[src/rtl/mipi_csi_rx_packet_decoder.sv]
// CSI-2 receive packet decoder: strips header/CRC from 1/2/4-lane byte streams,
// forwards payload bytes earliest-first on [3] and pulses short-packet sync events.
module mipi_csi_rx_packet_decoder (
    input  logic            clk_i,
    input  logic            reset_i,
    input  logic [2:0]      active_lanes_i,
    input  logic [3:0][7:0] byte_data_i,
    input  logic            byte_valid_i,
    output logic [3:0][7:0] payload_data_o,
    output logic [3:0]      payload_valid_o,
    output logic [5:0]      data_type_o,
    output logic [1:0]      virtual_channel_o,
    output logic [15:0]     word_count_o,
    output logic            frame_start_o,
    output logic            frame_end_o,
    output logic            line_start_o,
    output logic            line_end_o,
    output logic            err_trunc_o
);

    typedef enum logic [2:0] {
        IDLE,
        HEADER,
        PAYLOAD,
        CRC,
        WAIT_LOW
    } state_e;

    state_e          state_q, state_d;
    logic [2:0]      lanes_q, lanes_d;
    logic [1:0]      hcnt_q, hcnt_d;
    logic [2:0][7:0] hdr_q, hdr_d;
    logic [16:0]     cnt_q, cnt_d;
    logic [5:0]      dt_q, dt_d;
    logic [1:0]      vc_q, vc_d;
    logic [15:0]     wc_q, wc_d;
    logic [3:0][7:0] pdata_q, pdata_d;
    logic [3:0]      pvalid_q, pvalid_d;
    logic [3:0]      pulse_q, pulse_d;
    logic            err_q, err_d;

    logic [2:0]      lanes;
    logic [1:0]      hbase;
    logic [2:0]      idx;
    logic [2:0][7:0] hdr_m;
    logic            hdr_done;
    logic            hdr_take;
    logic [16:0]     paycnt;
    logic [5:0]      dt_m;

    always_comb begin
        state_d  = state_q;
        lanes_d  = lanes_q;
        hcnt_d   = hcnt_q;
        hdr_d    = hdr_q;
        cnt_d    = cnt_q;
        dt_d     = dt_q;
        vc_d     = vc_q;
        wc_d     = wc_q;
        pdata_d  = '0;
        pvalid_d = '0;
        pulse_d  = '0;
        err_d    = 1'b0;
        hdr_take = 1'b0;
        idx      = '0;

        // Header bytes are merged with those already captured; the ECC byte is dropped.
        lanes = (state_q == IDLE) ? active_lanes_i : lanes_q;
        hbase = (state_q == IDLE) ? 2'd0 : hcnt_q;
        hdr_m = hdr_q;
        for (int unsigned k = 0; k < 4; k++) begin
            idx = {1'b0, hbase} + 3'(k);
            if (3'(k) < lanes && idx < 3'd3) hdr_m[idx[1:0]] = byte_data_i[k];
        end
        hdr_done = (({1'b0, hbase} + lanes) == 3'd4);
        dt_m     = hdr_m[0][5:0];
        paycnt   = cnt_q - 17'd2;

        case (state_q)
            IDLE: begin
                if (byte_valid_i && (lanes == 3'd1 || lanes == 3'd2 || lanes == 3'd4))
                    hdr_take = 1'b1;
            end
            HEADER: begin
                if (!byte_valid_i) begin
                    err_d   = 1'b1;
                    state_d = IDLE;
                end else begin
                    hdr_take = 1'b1;
                end
            end
            PAYLOAD, CRC: begin
                if (!byte_valid_i) begin
                    err_d   = 1'b1;
                    cnt_d   = '0;
                    state_d = IDLE;
                end else begin
                    if (state_q == PAYLOAD) begin
                        for (int unsigned k = 0; k < 4; k++) begin
                            if (3'(k) < lanes_q && 17'(k) < paycnt) begin
                                pdata_d[2'(3 - k)]  = byte_data_i[k];
                                pvalid_d[2'(3 - k)] = 1'b1;
                            end
                        end
                    end
                    // cnt_q counts payload plus CRC bytes still outstanding.
                    if (cnt_q <= 17'(lanes_q)) begin
                        cnt_d   = '0;
                        state_d = WAIT_LOW;
                    end else begin
                        cnt_d   = cnt_q - 17'(lanes_q);
                        state_d = (cnt_d <= 17'd2) ? CRC : PAYLOAD;
                    end
                end
            end
            WAIT_LOW: begin
                if (!byte_valid_i) state_d = IDLE;
            end
            default: state_d = IDLE;
        endcase

        if (hdr_take) begin
            lanes_d = lanes;
            hdr_d   = hdr_m;
            hcnt_d  = hbase + lanes[1:0];
            if (!hdr_done) begin
                state_d = HEADER;
            end else begin
                hcnt_d = '0;
                vc_d   = hdr_m[0][7:6];
                wc_d   = {hdr_m[2], hdr_m[1]};
                if (dt_m < 6'h10) begin
                    if (dt_m < 6'h04) pulse_d[dt_m[1:0]] = 1'b1;
                    state_d = WAIT_LOW;
                end else begin
                    dt_d    = dt_m;
                    cnt_d   = {1'b0, hdr_m[2], hdr_m[1]} + 17'd2;
                    state_d = ({hdr_m[2], hdr_m[1]} == 16'd0) ? CRC : PAYLOAD;
                end
            end
        end
    end

    always_ff @(posedge clk_i) begin
        if (reset_i) begin
            state_q  <= IDLE;
            lanes_q  <= '0;
            hcnt_q   <= '0;
            hdr_q    <= '0;
            cnt_q    <= '0;
            dt_q     <= '0;
            vc_q     <= '0;
            wc_q     <= '0;
            pdata_q  <= '0;
            pvalid_q <= '0;
            pulse_q  <= '0;
            err_q    <= 1'b0;
        end else begin
            state_q  <= state_d;
            lanes_q  <= lanes_d;
            hcnt_q   <= hcnt_d;
            hdr_q    <= hdr_d;
            cnt_q    <= cnt_d;
            dt_q     <= dt_d;
            vc_q     <= vc_d;
            wc_q     <= wc_d;
            pdata_q  <= pdata_d;
            pvalid_q <= pvalid_d;
            pulse_q  <= pulse_d;
            err_q    <= err_d;
        end
    end

    assign payload_data_o    = pdata_q;
    assign payload_valid_o   = pvalid_q;
    assign data_type_o       = dt_q;
    assign virtual_channel_o = vc_q;
    assign word_count_o      = wc_q;
    assign frame_start_o     = pulse_q[0];
    assign frame_end_o       = pulse_q[1];
    assign line_start_o      = pulse_q[2];
    assign line_end_o        = pulse_q[3];
    assign err_trunc_o       = err_q;

endmodule

[config.mk]
export PLATFORM = sky130hd
export DESIGN_NAME = mipi_csi_rx_packet_decoder
export DESIGN_NICKNAME = d
export VERILOG_FILES = /design/src/rtl/mipi_csi_rx_packet_decoder.sv
export SDC_FILE = /design/constraint.sdc
export NUM_CORES = 1
export LEC_CHECK = 0
export CAP_MARGIN = 5
export CORE_MARGIN = 2
export CORE_UTILIZATION = 35
export CTS_CLUSTER_SIZE = 10
export DETAILED_ROUTE_END_ITERATION = 8
export SLEW_MARGIN = 20
export SYNTH_ARGS = -nofsm -noshare
export SYNTH_HDL_FRONTEND = slang
export SYNTH_SLANG_ARGS = --single-unit
[constraint.sdc]
create_clock -name clk_i -period 4.2 [get_ports clk_i]
set_input_delay 0.84 -clock clk_i [delete_from_list [all_inputs] [get_ports clk_i]]
set_output_delay 0.84 -clock clk_i [all_outputs]
set_load 0.05 [all_outputs]
# Word-level counts from Yosys, hierarchy flattened
# Cells that the tools add are included.
[totals]
elab_cells = 152
in_bits = 38
register_bits = 114
output_inout_bits = 65
[classes]
n_addsub = 8
n_reduce_logical = 31
bitwise_logic = 12
eq_ne = 10
mux = 44
magnitude_cmp = 30
[ops]
columns = ["cell", "n"]
rows = [
  ["two-way mux 17 bit", 6],
  ["bitwise mux 24 bit", 4],
  ["two-way mux 24 bit", 4],
  ["demux 8 bit (select 2 bit)", 4],
  ["< comparator 1 x 17 -> 1 bit (first input constant)", 2],
  ["< comparator 2 x 17 -> 1 bit (first input constant)", 2],
  ["two-way mux 8 bit", 4],
  ["OR reduction 5 bit", 5],
  ["two-way mux 3 bit", 7],
  ["adder 16 x 2 -> 17 bit (second input constant)", 1],
  ["less-or-equal comparator 17 x 2 -> 1 bit (second input constant)", 1],
  ["less-or-equal comparator 17 x 3 -> 1 bit", 1],
  ["subtractor 17 x 2 -> 17 bit (second input constant)", 1],
  ["subtractor 17 x 3 -> 17 bit", 1],
  ["zero test 16 bit", 1],
  ["< comparator 2 x 3 -> 1 bit (second input constant)", 5],
  ["logical AND 1 bit", 14],
  ["< comparator 1 x 3 -> 1 bit (first input constant)", 4],
  ["< comparator 2 x 3 -> 1 bit (first input constant)", 4],
  ["inverter 1 bit", 12],
  ["greater-or-equal comparator 2 x 1 -> 1 bit (second input constant)", 5],
  ["two-way mux 1 bit", 10],
  ["== test 3 x 2 -> 1 bit (second input constant)", 3],
  ["== test 3 bit (second input constant)", 3],
  ["other kinds (22)", 31],
]

# Depth between registers and ports, before layout
[depth]
ltp_word = 19
ltp_mapped = 15
depth_no_buf = 12

# Worst setup path after synthesis
# Ideal clock, no wire load.
[synth_path]
path_kind = "reg-to-reg"
start = "reg state_q[1]"
end = "reg cnt_q[15]"
arrival_ns = 3.106
synth_period_minus_slack_ns = 3.241
n_path_buf = 2
stages_incl_launch_ff = 15
path_slack_ns = 0.959
setup_time_ns = 0.134
path_cell_list = "dfxtp_1 -> buf_4 -> nor3_4 -> nand2_1 -> nand2_1 -> ha_1 -> inv_1 -> fa_1 -> nor2b_1 -> nand3_1 -> or2_1 -> clkbuf_1 -> nand2b_1 -> a21oi_1 -> or4_1"
[synth_between]
word_cells_on_any_way = 66
classes_between = "5 x add/sub; 17 x order compare; 7 x eq/ne; 24 x mux; 13 x reduce/logical"
[synth_lines]
columns = ["element", "line", "rtl"]
rows = [
  ["start, declared", "29", "state_e state_q, state_d;"],
  ["start signal, assigned", "159", "state_q <= state_d;"],
  ["zero test 3 bit *", "68", "lanes = (state_q == IDLE) ? active_lanes_i : lanes_q;"],
  ["two-way mux 3 bit *", "68", ""],
  ["via lanes[0]", "42", "logic [2:0] lanes;"],
  ["< comparator 1 x 3 -> 1 bit", "73", "if (3'(k) < lanes && idx < 3'd3) hdr_m[idx[1:0]] = byte_data_i[k];"],
  ["logical AND 1 bit", "73", ""],
  ["two-way mux 24 bit", "73", ""],
  ["bitwise mux 24 bit", "73", ""],
  ["two-way mux 24 bit", "73", ""],
  ["bitwise mux 24 bit", "73", ""],
  ["two-way mux 24 bit", "73", ""],
  ["bitwise mux 24 bit", "73", ""],
  ["two-way mux 24 bit", "73", ""],
  ["adder 16 x 2 -> 17 bit / < comparator 6 x 5 -> 1 bit (equally long branches)", "137, 132", ""],
  ["two-way mux 17 bit", "132", "if (dt_m < 6'h10) begin"],
  ["two-way mux 17 bit", "126", "if (!hdr_done) begin"],
  ["two-way mux 17 bit *", "122", "if (hdr_take) begin"],
  ["end signal, assigned", "163", "cnt_q <= cnt_d;"],
  ["end, declared", "33", "logic [16:0] cnt_q, cnt_d;"],
]
# Mark *: on every way through the listed nets, which the timed path passes. The rest lies on a longest branch.
# A chain may end at the register's enable or synchronous reset.

==> flow_metrics.tcl <==
set metrics [dict create \
    avgSynthCellArea_um2 8.54 \
    gp_congestion 0.864 \
    synth_compound_area_share_pct 20.9 \
    ioPinCount 103 \
    wl_per_cell_um 18.2 \
    drcViolationCount 0 \
    syn_nets 724 \
    fill_cells 1574 \
    clock.fmax_mhz 279 \
    finalHoldViolCount 0 \
    synth.most_common_cell "dfxtp_1" \
    gr-total-overflow 0 \
    ys_warn_count 0 \
    final.setup.tns_ns 0 \
    power_density_nw_per_um2 404 \
    r2r-start "state_q[2]" \
    synth_top_area_share_pct 39.5 \
    antenna_left 0 \
    vias 5548 \
    postCtsSetupRepairBufs 0 \
    final_max_slew_viol_count 0 \
    fin_crit_sh_pct 85.4 \
    antenna_found_initial 1 \
    vias_per_cell 5.54 \
    num_rows 46 \
    min_path_type "flip-flop to flip-flop" \
    die_x_um 132 \
    layout_setup_ws_ns 0.611 \
    ctsResizeCount 0 \
    synth-simple-area-share_pct 25.4 \
    drv_cap 0 \
    io_buffers 102 \
    drt-total-wl_um 18200 \
    cts.sinks 114 \
    start_util_pct 36.1 \
    peakVddDrop_mv 0.329 \
    dr.first_iter.drc_count 446 \
    synth_top_family_by_area "simple AND/OR/NAND/NOR gates" \
    dieArea_um2 17500 \
    area.growth.synth_to_final_pct 32.4 \
    power_mw 3.09 \
    p_leak_nw 2.75 \
    skew_ns 0.00814 \
    worstPathArrival_ns 3.88 \
    cts_buffer_depth 2 \
    synth_area_um2 5770 \
    cts_hold_buf 0 \
    path_class "input port to flip-flop" \
    rrSetupSlack_ns 0.73 \
    dpl.hpwl_um 13200 \
    clk_latency_ns 0.42 \
    ys_ff_latch 114 \
    pre_cts_ws_ns 0.244 \
    postSynth.asyncResetShare_pct 0 \
    die-height_um 132 \
    drive_above_1_share_pct 10.3 \
    synth.distinct_cells 71 \
    synth_top_area_cell "dfxtp_1" \
    setup_viol 0 \
    crit_end "cnt_q[15]" \
    yosys-top-cells-count "dfxtp_1 (114), nor2_1 (83), nand2_1 (54), a21oi_1 (48), a211oi_1 (34)" \
    yosys.area_share.adder_pct 2.43 \
    r2r_end "cnt_q[15]" \
    yosysSeqAreaShare_pct 39.5 \
    startpoint "active_lanes_i[2]" \
    outcome "finished, final reports clean" \
    register_area_um2 2280 \
    fin_crit_ns 3.59 \
    maxSlewHeadroom_pct 47.4 \
    nNetsFinal 824 \
    grt_setup_unrepaired "no" \
    required_ns 4.49 \
    worst-r2r-cell-count 12 \
    grt_max_degree 74 \
    first_global_vias 5480 \
    synth_cells 676 \
    synth_flop_cell "dfxtp_1" \
    dr.pass1.iters 7 \
    ys_top_cells_by_area "dfxtp_1 (40%), nor2_1 (5.4%), mux2i_1 (4.9%)" \
    design.core.area_um2 16000 \
    cts_htree_levels 4 \
    path_clk_slew_ns 0.05 \
    antenna_cells 0 \
    grt_pass1_wl_um 29200 \
    worst_setup_path_start_kind "input port" \
    synth_mux_area_share_pct 6.03 \
    multiInputGateArea_um2 3260 \
    grt_use_total_pct 21.1 \
    synth_edf_count 0 \
    cts_tree "done" \
    cts-root-buf "clkbuf_16" \
    worstMarginPinSlew_ns 0.789 \
    crit_fanout 8 \
    endpoint_kind "flip-flop" \
    whs_ns 0.460 \
    synthXorXnorAreaFrac_pct 1.67 \
    cts_buffers 17 \
]
[cell families (layout without fill, tap and decap cells)]
kind of cell | Yosys count | in the layout
compound gates | 167 | 167
xor+xnor | 11 | 11
fa+ha+maj | 10 | 10
buf+inv | 58 | 167
flops | 114 | 114
mux | 34 | 34
simple gates | 282 | 282
[cell usage in the layout (no fill, tap or decap), types with 4 or more instances in the layout]
master,synthesis,final
clkdlybuf4s50_1,0,101
nor2_1,83,83
nand3b_1,5,5
nand4_1,4,4
nor4_1,13,13
mux2_2,6,6
dfxtp_1,114,114
nor2b_1,4,4
o31a_1,4,4
a221oi_1,6,6
ha_1,8,8
and4_1,4,4
xnor2_1,6,6
nand3_1,18,18
a221o_1,5,5
or3_1,12,12
nor3_1,20,20
a21oi_2,4,4
a31oi_1,9,8
a21oi_1,48,48
nand2b_1,5,5
nand2_1,54,54
inv_1,19,19
o21ai_0,16,16
mux2i_1,28,28
xor2_1,5,5
clkbuf_8,0,6
clkbuf_16,0,17
and2_1,32,32
o21ai_1,4,4
a211oi_1,34,34
nor3b_1,6,6
buf_4,2,18
[critical path, cell delays in order]
cell and delay [ns]:
clkdlybuf4s50_1 0.68, or3_1 0.24, nand2_1 0.20, a21oi_1 0.50, ha_1 0.31, nand4_1 0.26, nor2_2 0.23, nor4_1 0.06
or4_1 0.55
[layer usage]
metal | part of all wire, % | wire (µm) | GRT usage (%) | vias to the layer above
li1 | - | - | - | 2644
met1 | 43 | 7790 | 26.0 | 2640
met2 | 47 | 8580 | 34.6 | 239
met3 | 8.7 | 1580 | 7.24 | 25
met4 | 1.4 | 249 | 6.69 | 0
met5 | 0 | 0 | 0 | -
[worst min-delay path by stage]
stage	startpoint	end	slack (ns)	cells after the start
detailed placement	hdr_q[7]	hdr_q[7]	0.45	2
floorplan	hdr_q[6]	hdr_q[6]	0.44	2
global route	word_count_o[5]	word_count_o[5]	0.48	2
finish	word_count_o[7]	word_count_o[7]	0.46	2
CTS	word_count_o[7]	word_count_o[7]	0.46	2
global placement	hdr_q[7]	hdr_q[7]	0.45	2
[report_power, final]
group          switching (mW)  internal, mW  total [mW]  leakage [nW]
combinational           0.281         0.171       0.452          1.52
sequential             0.0302          1.11        1.14         0.923
clock                   0.479          1.01        1.49         0.303
total                   0.791          2.29        3.09          2.75
[layout make-up]
type	instances	area share, %
clock buffers	23	6.65
clock inverters	5	1.31
inverters	19	0.933
multi-input cells	504	42.6
flip-flops and latches	114	29.9
well taps	216	3.54
repair buffers	120	15.1
[metrics by stage]
step / cell area [µm²] / util [%] / std cells
floorplan: 5770 / - / 676
global placement: 7030 / 43.9 / 973
detailed placement: 7030 / 43.9 / 973
CTS: 7640 / 47.7 / 1001
global route: 7640 / 47.8 / 1001
finish: 7640 / 47.8 / 1001
[state kept, by name, summed over array words and instances, names as in the netlist]
register           flops
payload_data_o        32
hdr_q                 24
cnt_q                 17
word_count_o          16
data_type_o            6
payload_valid_o        4
pulse_q                4
lanes_q                3
state_q                3
hcnt_q                 2
virtual_channel_o      2
err_trunc_o            1
Note: power is estimated with default switching activity, not from simulation.
